<file path="config.mk">
export PLATFORM = sky130hd
export DESIGN_NAME = rx_block_lock_flat
export DESIGN_NICKNAME = d
export VERILOG_FILES = /design/src/rtl/rx_block_lock_if.sv /design/src/rtl/rx_block_lock.sv /design/src/flat_wrapper.sv
export SDC_FILE = /design/constraint.sdc
export NUM_CORES = 1
export LEC_CHECK = 0
export ABC_AREA = 1
export BUFFER_PORTS_ARGS = -buffer_cell sky130_fd_sc_hd__buf_4
export CORE_MARGIN = 3
export CORE_UTILIZATION = 45
export DETAILED_ROUTE_END_ITERATION = 6
export PLACE_DENSITY = 0.7
export SLEW_MARGIN = 20
export SYNTH_ARGS = -nofsm -noshare
export SYNTH_HDL_FRONTEND = slang
export SYNTH_SLANG_ARGS = --single-unit
</file>
<file path="constraint.sdc">
create_clock -name i_clk -period 2.6 [get_ports i_clk]
set_clock_uncertainty 0.2 [all_clocks]
set_input_delay 0.26 -clock i_clk [delete_from_list [all_inputs] [get_ports i_clk]]
set_output_delay 0.26 -clock i_clk [all_outputs]
set_load 0.005 [all_outputs]
</file>
<file path="src/rtl/rx_block_lock_if.sv">
// Link between the RX gearbox side and the 64b/66b block-lock engine.
// Handshake: a word is presented when i_valid=1 and i_init_done=1 on a rising
// edge of the word clock. There is no back-pressure. o_slip is a one-cycle
// request to shift the gearbox by one bit. o_block_lock is a level.
// dbg_state reports the lock engine state: 0 = HUNT, 1 = SLIP_WAIT, 2 = LOCKED.
interface rx_block_lock_if;
  logic       i_init_done;
  logic       i_valid;
  logic [1:0] i_header;
  logic       o_slip;
  logic       o_block_lock;
  logic [1:0] dbg_state;

  modport master (
    output i_init_done, i_valid, i_header,
    input  o_slip, o_block_lock, dbg_state
  );

  modport slave (
    input  i_init_done, i_valid, i_header,
    output o_slip, o_block_lock, dbg_state
  );
endinterface

</file>
<file path="src/rtl/rx_block_lock.sv">
// 64b/66b receive block-lock state machine (IEEE 802.3 Clause 49 style).
// Watches the sync header of each gearbox word, slips the gearbox until the
// header boundary is found, and reports block lock downstream.
module rx_block_lock #(
  parameter int SH_CNT_MAX     = 64,
  parameter int SH_INVALID_MAX = 16,
  parameter int SLIP_WAIT      = 32
) (
  input  logic           i_clk,
  input  logic           i_reset,
  rx_block_lock_if.slave bus
);

  localparam int SW = $clog2(SH_CNT_MAX + 1);
  localparam int WW = $clog2(SLIP_WAIT + 1);
  localparam logic [SW-1:0] SH_LAST  = SW'(SH_CNT_MAX - 1);
  localparam logic [SW-1:0] INV_LAST = SW'(SH_INVALID_MAX - 1);
  localparam logic [WW-1:0] WAIT_LAST = WW'(SLIP_WAIT - 1);

  typedef enum logic [1:0] {
    ST_HUNT      = 2'd0,
    ST_SLIP_WAIT = 2'd1,
    ST_LOCKED    = 2'd2
  } state_t;

  state_t        state_q, state_d;
  logic [SW-1:0] sh_cnt_q, sh_cnt_d;
  logic [SW-1:0] inv_cnt_q, inv_cnt_d;
  logic [WW-1:0] wait_cnt_q, wait_cnt_d;
  logic          slip_q, slip_d;
  logic          lock_q, lock_d;
  logic          qualified;
  logic          hdr_ok;

  assign qualified = bus.i_valid && bus.i_init_done;
  assign hdr_ok    = (bus.i_header == 2'b01) || (bus.i_header == 2'b10);

  // State, counters and registered outputs; reset and init_done=0 both abort.
  always_ff @(posedge i_clk) begin
    if (i_reset || !bus.i_init_done) begin
      state_q    <= ST_HUNT;
      sh_cnt_q   <= '0;
      inv_cnt_q  <= '0;
      wait_cnt_q <= '0;
      slip_q     <= 1'b0;
      lock_q     <= 1'b0;
    end else begin
      state_q    <= state_d;
      sh_cnt_q   <= sh_cnt_d;
      inv_cnt_q  <= inv_cnt_d;
      wait_cnt_q <= wait_cnt_d;
      slip_q     <= slip_d;
      lock_q     <= lock_d;
    end
  end

  // Next-state: only qualified words advance anything; slip lasts one cycle.
  always_comb begin
    state_d    = state_q;
    sh_cnt_d   = sh_cnt_q;
    inv_cnt_d  = inv_cnt_q;
    wait_cnt_d = wait_cnt_q;
    slip_d     = 1'b0;
    lock_d     = lock_q;
    if (qualified) begin
      case (state_q)
        ST_HUNT: begin
          if (!hdr_ok) begin
            slip_d     = 1'b1;
            sh_cnt_d   = '0;
            wait_cnt_d = '0;
            state_d    = ST_SLIP_WAIT;
          end else if (sh_cnt_q == SH_LAST) begin
            lock_d    = 1'b1;
            sh_cnt_d  = '0;
            inv_cnt_d = '0;
            state_d   = ST_LOCKED;
          end else begin
            sh_cnt_d = sh_cnt_q + SW'(1);
          end
        end
        ST_SLIP_WAIT: begin
          if (wait_cnt_q == WAIT_LAST) begin
            wait_cnt_d = '0;
            sh_cnt_d   = '0;
            inv_cnt_d  = '0;
            state_d    = ST_HUNT;
          end else begin
            wait_cnt_d = wait_cnt_q + WW'(1);
          end
        end
        ST_LOCKED: begin
          // Loss of lock wins over the end-of-window restart.
          if (!hdr_ok && inv_cnt_q == INV_LAST) begin
            lock_d     = 1'b0;
            slip_d     = 1'b1;
            sh_cnt_d   = '0;
            inv_cnt_d  = '0;
            wait_cnt_d = '0;
            state_d    = ST_SLIP_WAIT;
          end else if (sh_cnt_q == SH_LAST) begin
            sh_cnt_d  = '0;
            inv_cnt_d = '0;
          end else begin
            sh_cnt_d = sh_cnt_q + SW'(1);
            if (!hdr_ok) begin
              inv_cnt_d = inv_cnt_q + SW'(1);
            end
          end
        end
        default: begin
          state_d = ST_HUNT;
        end
      endcase
    end
  end

  assign bus.o_slip       = slip_q;
  assign bus.o_block_lock = lock_q;
  assign bus.dbg_state    = state_q;

endmodule
</file>
<file path="src/flat_wrapper.sv">
// flat-port wrapper written by rule: the top's interface ports become plain ports
module rx_block_lock_flat 
#(
  parameter int SH_CNT_MAX     = 64,
  parameter int SH_INVALID_MAX = 16,
  parameter int SLIP_WAIT      = 32
)
  (i_clk, i_reset, bus_i_init_done, bus_i_valid, bus_i_header, bus_o_slip, bus_o_block_lock, bus_dbg_state);
  rx_block_lock_if bus_i ();
  input  logic i_clk;
  input  logic i_reset;
  input wire logic [$bits(bus_i.i_init_done)-1:0] bus_i_init_done;
  input wire logic [$bits(bus_i.i_valid)-1:0] bus_i_valid;
  input wire logic [$bits(bus_i.i_header)-1:0] bus_i_header;
  output wire logic [$bits(bus_i.o_slip)-1:0] bus_o_slip;
  output wire logic [$bits(bus_i.o_block_lock)-1:0] bus_o_block_lock;
  output wire logic [$bits(bus_i.dbg_state)-1:0] bus_dbg_state;
  assign bus_i.i_init_done = bus_i_init_done;
  assign bus_i.i_valid = bus_i_valid;
  assign bus_i.i_header = bus_i_header;
  assign bus_o_slip = bus_i.o_slip;
  assign bus_o_block_lock = bus_i.o_block_lock;
  assign bus_dbg_state = bus_i.dbg_state;
  rx_block_lock #(.SH_CNT_MAX(SH_CNT_MAX), .SH_INVALID_MAX(SH_INVALID_MAX), .SLIP_WAIT(SLIP_WAIT)) u_core (.i_clk(i_clk), .i_reset(i_reset), .bus(bus_i));
endmodule
</file>
* After elaboration in Yosys (flattened, before gate mapping)
Cells that the tools add are included.
Cells by class: bitwise operators 1, mux-type cells 27, add/subtract/negate cells 3, reductions and logical operators 15, equality and inequality tests 14
Operators with widths (count):
- 2-to-1 mux 7 bit | 9
- case mux 7 bit (3 select lines) | 2
- 2-to-1 mux 6 bit | 3
- case mux 6 bit (3 select lines) | 1
- adder 7 x 1 -> 7 bit (second input constant) | 2
- 2-to-1 mux 2 bit | 4
- inequality test 2 x 1 -> 1 bit (second input constant) | 4
- AND reduction 4 bit | 2
- equality test 7 x 4 -> 1 bit (second input constant) | 1
- equality test 7 x 6 -> 1 bit (second input constant) | 1
- adder 6 x 1 -> 6 bit (second input constant) | 1
- equality test 6 x 5 -> 1 bit (second input constant) | 1
- case mux 2 bit (3 select lines) | 1
- AND reduction 6 bit | 1
- 2-to-1 mux 1 bit | 5
- AND reduction 5 bit | 1
- equality test 2 x 1 -> 1 bit (second input constant) | 2
- equality test 2 bit (second input constant) | 2
- inequality test 4 bit (second input constant) | 1
- case mux 1 bit (2 select lines) | 2
- inequality test 3 bit (second input constant) | 1
- AND reduction 3 bit | 1
- nonzero test 3 bit | 1
- logical AND 1 bit | 2
- 7 further kinds | 9
Word-level totals: register bits after elaboration 24, output and inout port bits 4, word-level logic and storage cells 66, input bits 6

* Logic depth before layout (Yosys ltp)
depth in word-level cells 6, gate-level depth with buffers 11, depth with buffers taken out 11

* Least setup slack after synthesis
Ideal clock, no wire load.
kind register to register, from reg u_core.state_q[0] (netlist: u_core.bus.dbg_state[0]), to reg u_core.sh_cnt_q[0], arrival time 1.395 ns, cell stages (with the launch flop) 9, required time 2.334 ns, clock period less this slack 1.661 ns, setup time 0.066 ns, buffers on the path 0, slack 0.939 ns, cell sequence dfxtp_1 inv_1 ha_1 or2_2 nand2_1 nand2_1 nand2_1 nand2_1 nor2_1
Between the ends: longest elaborated chain between the ends 3, elaborated cells on any way between the ends 7, those cells by class 3 x eq/ne; 1 x mux; 3 x reduce/logical
Ends and longest elaborated chain:
- start: declaration | RTL line rx_block_lock.sv:26 | state_t state_q, state_d;
- start signal: assignment | RTL line rx_block_lock.sv:48 | state_q <= state_d;
- equality test 2 x 1 -> 1 bit, or another cell as far along | RTL line rx_block_lock.sv:66 | case (state_q)
- inequality test 2 x 1 -> 1 bit (no source line) / nonzero test 3 bit (equally long branches)
- AND reduction 3 bit (no source line)
- end signal: assignment | RTL line rx_block_lock.sv:49 | sh_cnt_q <= sh_cnt_d;
- end: declaration | RTL line rx_block_lock.sv:27 | logic [SW-1:0] sh_cnt_q, sh_cnt_d;
Several ways; a longest one is shown, not always the timed one. A chain may end at the register's enable or synchronous reset.

* Worst setup path after layout
from reg u_core.wait_cnt_q[0], to reg u_core.sh_cnt_q[1]
Between the ends: longest elaborated chain between the ends 3
Ends and longest elaborated chain:
- start: declaration | RTL line rx_block_lock.sv:29 | logic [WW-1:0] wait_cnt_q, wait_cnt_d;
- start signal: assignment | RTL line rx_block_lock.sv:51 | wait_cnt_q <= wait_cnt_d;
- equality test 6 x 5 -> 1 bit | RTL line rx_block_lock.sv:83 | if (wait_cnt_q == WAIT_LAST) begin
- inequality test 2 x 1 -> 1 bit (no source line)
- AND reduction 3 bit (no source line)
Every way passes these cells.

==> reports/metrics.cfg <==
[placement]
dp_worst_setup_slack_ps = 791
hpwl_mm = 2.30
portBuffers = 9
place_inst = 277
routabilityCongestion = 0.864

[timing]
drv_slew = 0
worstMarginPinSlew_ps = 392
timing.final.crit_share = 0.714
fmax_ghz = 0.539
holdWs_ps = 171
fin_crit_ps = 1860
slew_headroom = 0.739
setup_viol = 0
hold_viol = 0
setup_tns_ps = 0
layout_setup_ws_ps = 744
rsz0062_at_grt = false

[power]
leakage_uw = 0.000789
cellPowerDensity_nw_per_um2 = 362
ir_drop_mv = 0.214

[final_layout]
seqCellArea_um2 = 480
fillers = 332
final_cell_mix = nand2_1 (52), nor2_1 (35), inv_1 (30), dfxtp_1 (24), nand3_1 (20)
syn_to_final_growth_pct = 9.58
multiInputGateArea_um2 = 915
drive_above_1_share = 0.156
layout_commonest_cell = nand2_1
final_nets = 252
layout.cells.non_filler = 281
diodes = 0

[die]
rows = 20
initial_utilization = 0.485
fp.dieW_um = 64.3
fp.dieArea_um2 = 4130
io_pins = 10
core_um2 = 3150
dieHeight_um = 64.3

[clocking]
h-tree-depth = 1
cts_root_buf = clkbuf_4
numCtsBuffers = 3
worstSkewPairLatency_ps = 320
cts_tree = yes
cts_buffer_depth = 2
postCtsSetupRepairBufs = 0
cts.sinks = 24
clkSlewWorstSetupHoldPaths_ps = 140

[worst_setup_path]
worstSetupPathType = flip-flop to flip-flop
endpoint_kind = flip-flop
arrival_ps = 1860
worstPathCellList = ha_1 > nand3_2 > o21ai_4 > nand2_4 > inv_1 > nand2_1 > nand2_1 > nor2_1
slowest_stage = dfxtp_1
crit_start = u_core.wait_cnt_q[0]
regToRegSetupSlack_ps = 740
cp_max_fo = 6
rr_startpoint = u_core.wait_cnt_q[0]
reg2regPathDepth = 8
cp-endpoint = u_core.sh_cnt_q[1]
cp.required_ps = 2610
path_common_cell = nand2_1
max_stage_delay_ps = 410
worstSetupStartpointType = flip-flop
r2r_end = u_core.sh_cnt_q[1]

[drt]
first_iter_violations = 50
vias = 1374
ant_nets = 0
wl_per_cell_um = 10.5
dr.pass1.iters = 5
vias_per_cell = 4.89
drcViolationCount = 0
wirelength_mm = 2.95

[yosys]
yosysWarnings = 0
syn_area_per_cell_um2 = 6.79
synth.distinct_cells = 27
ys_ff_latch = 24
synthTopCellsByArea = dfxtp_1 (31%), nand2_1 (13%), nor2_1 (8.6%)
syn-cell-area_um2 = 1530
syn_inst = 225
synth.largest_area_cell = dfxtp_1
ys_seq_area_frac = 0.314
synth_nets = 238
synth_top_area_frac = 0.314

[grt]
grt_pass1_wl_mm = 5.24
first_global_vias = 1250
overflow = 0
track_usage = 0.157
grt_start_max_net_pins = 18
antenna_found_initial = 0

[status]
status = finished clean

[worst_hold_path]
holdCritPathClass = input pin to flip-flop

[flow_run]
cap_violations = 0

final cells by class:
type / instances / area share
Timing Repair Buffer: 11 / 0.0508
Multi-Input combinational cell: 168 / 0.546
Clock buffer: 3 / 0.0135
Inverter: 31 / 0.0695
Tap cell: 44 / 0.0329
Sequential cell: 24 / 0.287
report_power, final:
part | leakage [uW] | switching, uW | internal, uW
sequential | 0.000193 | 2.15 | 370
combinational | 0.000581 | 46.1 | 25.4
clock | 0.0000138 | 108 | 54.2
per-layer routing:
| metal | up-vias | wire [um] | track usage |
|---|---|---|---|
| met1 | 625 | 1460 | 0.196 |
| met3 | 2 | 96 | 0.0369 |
| met5 | - | 0 | 0 |
| met4 | 0 | 21 | 0.0317 |
| li1 | 733 | - | - |
| met2 | 14 | 1370 | 0.272 |
per-stage QoR:
stage / cell area (um2) / total power (uW) / util
finish: 1670 / 606 / 0.531
global placement: 1640 / 451 / 0.521
floorplan: 1530 / 431 / -
detailed placement: 1640 / 451 / 0.521
CTS: 1670 / 612 / 0.531
global route: 1670 / 640 / 0.531
how the worst min path moves through the flow:
| stage | startpoint | endpoint | slack [ps] | depth (start not counted) |
|---|---|---|---|---|
| 2_1_floorplan | bus_i_valid | u_core.bus.o_slip | 200 | 2 |
| 3_3_place_gp | u_core.sh_cnt_q[6] | u_core.sh_cnt_q[6] | 250 | 2 |
| 3_5_place_dp | u_core.sh_cnt_q[6] | u_core.sh_cnt_q[6] | 250 | 2 |
| 4_1_cts | i_reset | u_core.sh_cnt_q[6] | 170 | 5 |
| 5_1_grt | i_reset | u_core.bus.dbg_state[0] | 200 | 5 |
| 6_report | i_reset | u_core.sh_cnt_q[6] | 170 | 5 |
sequential cells by signal, summed over array words and instances, names as in the netlist:
register,count
u_core.bus.dbg_state,2
u_core.wait_cnt_q,6
u_core.sh_cnt_q,7
u_core.bus.o_block_lock,1
u_core.inv_cnt_q,7
u_core.bus.o_slip,1
worst max-delay path, delay by kind of cell (launching register included):
family	cells	cell delay (ps)
AND/OR/NAND/NOR	5	550
flip-flops	1	410
adder cells (fa/ha/maj)	1	220
AO/OA/AOI/OAI	1	190
buffers and inverters	1	160
Yosys cell counts (all sizes together):
cell type / n
or2: 3
nand3: 23
xor2: 5
dfxtp: 24
nor2: 41
a21oi: 12
inv: 31
buf: 2
o21ai: 6
ha: 7
a31oi: 2
nor3: 1
nand2: 62
nand3b: 1
nand4: 5
what timing repair did:
action	4_1_cts	5_1_grt
resized for setup	0	0
endpoints found under the setup margin	0	0
hold endpoints to repair	1	0
hold buffers	1	0
logic make-up after synthesis:
group           synth area share
buf+inv                   0.0868
fa+ha+maj                 0.0573
xor+xnor                  0.0287
compound gates            0.0770
flops                      0.314
simple gates               0.436
(Power assumes the default switching activity.)
